### src/rtl/ptp_stream_bridge.sv
// ptp_stream_bridge: host-strobed parallel bridge between the BUS_W-bit host
// pins and WORD_W-bit core words. Load strobes assemble words MSB chunk first;
// read strobes walk a coherent snapshot of OUT_WORDS core words chunk by chunk.

// Strobe synchroniser with rising-edge detect; one instance per host strobe.
module ptp_strobe_sync #(
    parameter int SYNC_STAGES = 2
) (
    input  logic clk,
    input  logic rst_n,
    input  logic strobe,
    output logic pulse
);
    logic [SYNC_STAGES-1:0] sync_pipe;
    logic                   prev;

    // Shift the async strobe through the sync chain, keep the last value for edge detect
    always_ff @(posedge clk) begin
        if (!rst_n) begin
            sync_pipe <= '0;
            prev      <= 1'b0;
        end else begin
            sync_pipe <= {sync_pipe[SYNC_STAGES-2:0], strobe};
            prev      <= sync_pipe[SYNC_STAGES-1];
        end
    end

    assign pulse = sync_pipe[SYNC_STAGES-1] & ~prev;
endmodule

module ptp_stream_bridge #(
    parameter int BUS_W       = 8,
    parameter int WORD_W      = 32,
    parameter int OUT_WORDS   = 2,
    parameter int SYNC_STAGES = 2
) (
    input  logic                        clk,
    input  logic                        rst_n,
    input  logic                        clear_i,
    input  logic                        load_strobe_i,
    input  logic                        read_strobe_i,
    input  logic [BUS_W-1:0]            bus_i,
    input  logic [OUT_WORDS*WORD_W-1:0] word_i,
    output logic [WORD_W-1:0]           word_o,
    output logic                        word_valid_o,
    output logic [BUS_W-1:0]            bus_o,
    output logic                        frame_o
);
    localparam int CHUNKS = WORD_W / BUS_W;
    localparam int TOTAL  = OUT_WORDS * CHUNKS;
    localparam int ICW    = (CHUNKS > 1) ? $clog2(CHUNKS) : 1;
    localparam int OCW    = (TOTAL > 1) ? $clog2(TOTAL) : 1;

    localparam logic [ICW-1:0] IN_LAST  = ICW'(CHUNKS - 1);
    localparam logic [OCW-1:0] OUT_LAST = OCW'(TOTAL - 1);

    // Bit 0 = load strobe, bit 1 = read strobe
    logic [1:0] strobes;
    logic [1:0] events;
    logic       load_evt;
    logic       read_evt;

    assign strobes  = {read_strobe_i, load_strobe_i};
    assign load_evt = events[0];
    assign read_evt = events[1];

    ptp_strobe_sync #(.SYNC_STAGES(SYNC_STAGES)) u_sync [1:0] (
        .clk    (clk),
        .rst_n  (rst_n),
        .strobe (strobes),
        .pulse  (events)
    );

    logic [WORD_W-1:0]           asm_q;
    logic [WORD_W-1:0]           asm_next;
    logic [ICW-1:0]              in_cnt;
    logic [OUT_WORDS*WORD_W-1:0] shd;
    logic [OCW-1:0]              out_cnt;

    // New chunk enters at the LSB end, so the first chunk ends up as the MSB chunk
    generate
        if (CHUNKS == 1) begin : g_asm_single
            assign asm_next = bus_i;
        end else begin : g_asm_shift
            assign asm_next = {asm_q[WORD_W-BUS_W-1:0], bus_i};
        end
    endgenerate

    // Input path: shift chunks in; publish only complete words on word_o
    always_ff @(posedge clk) begin
        if (!rst_n) begin
            asm_q        <= '0;
            in_cnt       <= '0;
            word_o       <= '0;
            word_valid_o <= 1'b0;
        end else if (clear_i) begin
            asm_q        <= '0;
            in_cnt       <= '0;
            word_valid_o <= 1'b0;
        end else if (load_evt) begin
            asm_q <= asm_next;
            if (in_cnt == IN_LAST) begin
                word_o       <= asm_next;
                word_valid_o <= 1'b1;
                in_cnt       <= '0;
            end else begin
                word_valid_o <= 1'b0;
                in_cnt       <= in_cnt + 1'b1;
            end
        end
    end

    // Output path: step through the shadow; reload it only at frame wrap or clear
    always_ff @(posedge clk) begin
        if (!rst_n) begin
            shd     <= '0;
            out_cnt <= '0;
        end else if (clear_i) begin
            shd     <= word_i;
            out_cnt <= '0;
        end else if (read_evt) begin
            if (out_cnt == OUT_LAST) begin
                out_cnt <= '0;
                shd     <= word_i;
            end else begin
                out_cnt <= out_cnt + 1'b1;
            end
        end
    end

    // Chunk select: word out_cnt/CHUNKS, chunk out_cnt%CHUNKS counted from the MSB
    always_comb begin
        bus_o = '0;
        for (int w = 0; w < OUT_WORDS; w++) begin
            for (int c = 0; c < CHUNKS; c++) begin
                if (out_cnt == OCW'(w * CHUNKS + c)) begin
                    bus_o = shd[w*WORD_W + WORD_W-1 - c*BUS_W -: BUS_W];
                end
            end
        end
    end

    assign frame_o = (out_cnt == '0);
endmodule

### config.mk
export PLATFORM = sky130hd
export DESIGN_NAME = ptp_stream_bridge
export DESIGN_NICKNAME = d
export VERILOG_FILES = /design/src/rtl/ptp_stream_bridge.sv
export SDC_FILE = /design/constraint.sdc
export NUM_CORES = 1
export LEC_CHECK = 0
export ABC_AREA = 1
export BUFFER_PORTS_ARGS = -buffer_cell sky130_fd_sc_hd__buf_2
export CAP_MARGIN = 25
export CORE_AREA = 4 4 87 171
export DETAILED_ROUTE_END_ITERATION = 16
export DIE_AREA = 0 0 91 175
export PLACE_DENSITY = 0.65
export SLEW_MARGIN = 5
export SYNTH_ARGS = -nofsm -noshare
export SYNTH_HDL_FRONTEND = slang
export SYNTH_SLANG_ARGS = --single-unit
### constraint.sdc
create_clock -name clk -period 3.4 [get_ports clk]
set_input_delay 0.51 -clock clk [delete_from_list [all_inputs] [get_ports clk]]
set_output_delay 0.51 -clock clk [all_outputs]
set_load 0.02 [all_outputs]
==> results.md <==
* **Clock Tree Buf Depth** 2
* **share of cell area taken by muxes after synthesis** 0
* **total clock sinks** 132
* **mean instance size in the synthesized netlist** 7.21 um2
* **fraction of the yosys area taken by sequential cells** 0.492
* **fill count** 1404
* **I/O pin count** 119
* **number of warnings issued by yosys** 0
* **final max-slew violation count** 0
* **top post-synthesis cells by area** sky130_fd_sc_hd__dfxtp_1, sky130_fd_sc_hd__nor2_1, sky130_fd_sc_hd__o21ai_0, sky130_fd_sc_hd__nand2_1, sky130_fd_sc_hd__inv_1
* **initial drt markers** 172
* **number of antenna violations at the first check in global routing** 2
* **actual slew at the worst max-slew pin** 0.773 ns
* **number of iterations in the first detailed-routing pass** 4
* **initial standard-cell utilization of the core** 0.398
* **final-layout setup total negative slack** 0 ns
* **Worst-Skew Late Latency** 0.42 ns
* **wire length of the first global-routing pass** 23800 um
* **number of nets in the finished design** 929
* **hold buffers post-CTS** 0
* **Flop pwr share** 0.422
* **internal power contribution** 2.96 mW
* **port bufs** 118
* **final number of setup-violating endpoints** 0
* **FMAX** 343 MHz
* **Placer Congestion** 0.978
* **pin count of the biggest net entering global routing** 67
* **instance count of the mapped netlist** 745
* **Hold/Removal Path Class** in2reg
* **xor/xnor share of the synthesized area** 0
* **core region area** 13500 um2
* **Post-Syn Nets** 829
* **post-DP HPWL** 10800 um
* **routed via count divided by cell count** 4.88
* **Critical Path End Type** primary output
* **VDD IR max** 357 uV
* **total global-route track usage** 0.191
* **cell area after synthesis** 5370 um2
* **crit share post-route** 0.857
* **Total Routed Length** 14800 um
* **worst-path maximum fanout** 14
* **slew margin rel.** 0.484
* **clock tree from TritonCTS** built
* **Critical Path Start** out_cnt[2]$_SDFFE_PP0P_
* **Switching Share** 0.242
* **die area** 15900 um2
* **final routed wire length divided by cell count** 14.6 um
* **height of the chip** 175 um
* **number of H-tree levels** 4
* **worst path required time** 2.89 ns
* **critical path data arrival time** 2.40 ns
* **NetSw** 945 uW
* **number of enable-type register cells in the synthesized netlist** 0
* **critical path launch point type** register
* **leakage** 3.32 nW
* **share of synthesized cell area in full adder, half adder and majority cells** 0.0163
* **most common library cell in the layout ignoring fill and taps** sky130_fd_sc_hd__nor2_1
* **Inserted Clock Buffers** 17
* **via count of the first global-routing pass** 4952
* **Min Hold Slack** 0.275 ns
* **placement row count** 60
* **Simple-Gate Fraction of Synth Area** 0.273
* **status** completed
* **worst r2r src** out_cnt[2]$_SDFFE_PP0P_
* **Logic pwr share** 0.069
* **RSZ-0062 raised after global routing** no
* **power density relative to cell area** 588 nW/um2
* **cell accounting for the most synthesized area** sky130_fd_sc_hd__dfxtp_1
* **post-synth top area share** 0.492
* **CTS Root Buffer Type** sky130_fd_sc_hd__clkbuf_16
* **DRC viols** 0
* **overall die width** 91 um
* **remaining global-route overflow** 0
* **number of buffers added for setup after CTS** 0
* **most frequent cells in the layout** sky130_fd_sc_hd__nor2_1, sky130_fd_sc_hd__dfxtp_1, sky130_fd_sc_hd__buf_2, sky130_fd_sc_hd__o21ai_0, sky130_fd_sc_hd__nand2_1
* **share of total power in the clock network** 0.509
* **final critical delay including setup and external delays** 2.91 ns
* **number of maximum-capacitance violations** 0
* **Resized cells post-CTS** 0
* **hold violation count in the final report** 0
* **asr flop ratio synth** 0
* **clock-pin transition on the worst setup and hold timing paths** 0.06 ns
* **final antenna-violating net count** 0
* **post-synthesis cell type count** 24
* **area growth from synthesis to layout** 23.6%
* **Layout Skew** 0.0133 ns
* **complex-gate fraction of the synthesized area** 0.146
* **share of layout cells above drive strength 1** 0.206
* **combinational family with the most area after synthesis** simple AND/OR/NAND/NOR gates
* **flops & latches, synth** 132
* **via count of the routed design** 4956
* **startpoint of the worst hold path** read_strobe_i
* **worst setup path category** reg2out
* **ys flop type** sky130_fd_sc_hd__dfxtp_1
## registers in the layout, indices dropped and copies added, names as in the netlist
signal            cells
asm_q                24
in_cnt                2
out_cnt               3
shd                  64
u_sync.prev           2
u_sync.sync_pipe      4
word_o               32
word_valid_o          1
## cell type report
| cell class | count | area (um2) | share of cell area |
|---|---|---|---|
| Timing Repair Buffer | 125 | 643 | 0.0968 |
| Multi-Input combinational cell | 527 | 2350 | 0.354 |
| Inverter | 42 | 163 | 0.0245 |
| Clock buffer | 17 | 425 | 0.0640 |
| Sequential cell | 132 | 2640 | 0.398 |
| Antenna cell | 2 | 5.00 | 0.000753 |
| Tap cell | 155 | 194 | 0.0292 |
| Clock inverter | 15 | 219 | 0.0330 |
## cell usage after synthesis, types with 2 or more instances
cell type / n
sky130_fd_sc_hd__nor2_1: 240
sky130_fd_sc_hd__dfxtp_1: 132
sky130_fd_sc_hd__o21ai_0: 115
sky130_fd_sc_hd__nand2_1: 87
sky130_fd_sc_hd__inv_1: 38
sky130_fd_sc_hd__nand3_1: 28
sky130_fd_sc_hd__a21oi_1: 21
sky130_fd_sc_hd__clkbuf_1: 18
sky130_fd_sc_hd__buf_2: 17
sky130_fd_sc_hd__o21ai_1: 8
sky130_fd_sc_hd__ha_1: 7
sky130_fd_sc_hd__buf_4: 6
sky130_fd_sc_hd__or2_2: 6
sky130_fd_sc_hd__a21oi_2: 3
sky130_fd_sc_hd__inv_2: 3
sky130_fd_sc_hd__nor2_2: 3
sky130_fd_sc_hd__nor2_4: 3
sky130_fd_sc_hd__a211oi_1: 2
sky130_fd_sc_hd__buf_6: 2
sky130_fd_sc_hd__o211ai_1: 2
## kinds of logic after synthesis
logic type / Yosys count
buffers and inverters: 86
and+or+nand+nor: 368
AOI/OAI and AO/OA: 152
DFF: 132
adders and majority gates: 7
## critical path, stage by stage, from the launching register on
cell and delay, ns:
sky130_fd_sc_hd__dfxtp_1 0.65, sky130_fd_sc_hd__ha_1 0.63, sky130_fd_sc_hd__inv_1 0.25, sky130_fd_sc_hd__nand2_1 0.12, sky130_fd_sc_hd__inv_1 0.05, sky130_fd_sc_hd__a21oi_2 0.12, sky130_fd_sc_hd__buf_2 0.17
## stage by stage
step           std cells  setup WS, ns  utilization  total power [mW]  cell area (um2)
4_1_cts             1013         0.463        0.491              3.95             6640
3_5_place_dp         981         0.905        0.444              1.96             5990
2_1_floorplan        745          1.32            -              1.84             5370
6_report            1015         0.486        0.492              3.91             6640
3_3_place_gp         981         0.928        0.444              1.95             5990
5_1_grt             1014         0.304        0.491              4.06             6640
## routing by layer
layer | vias up | GRT usage | wire (um)
met4 | 2 | 0.135 | 799
met1 | 2228 | 0.177 | 5270
met5 | - | 0 | 18
met3 | 47 | 0.0392 | 565
met2 | 111 | 0.361 | 8140
li1 | 2568 | - | -
## worst paths after layout
| check | to | slack, ns | depth (start not counted) |
|---|---|---|---|
| max reg2reg | shd[55]$_SDFFE_PN0P_ | 1.11 | 6 |
| min reg2reg | u_sync[0].sync_pipe[1]$_SDFF_PN0_ | 0.41 | 2 |
| max | bus_o[0] | 0.49 | 6 |
| min | u_sync[1].sync_pipe[0]$_SDFF_PN0_ | 0.27 | 3 |
## power by group through the flow
stage	clock [mW]	sequential, mW	combinational [mW]
global placement	0	1.68	0.270
finish	1.99	1.65	0.269
CTS	2.02	1.65	0.275
global route	2.09	1.66	0.313
floorplan	0	1.67	0.177
detailed placement	0	1.68	0.273
Power figures use the tool's default switching activity.
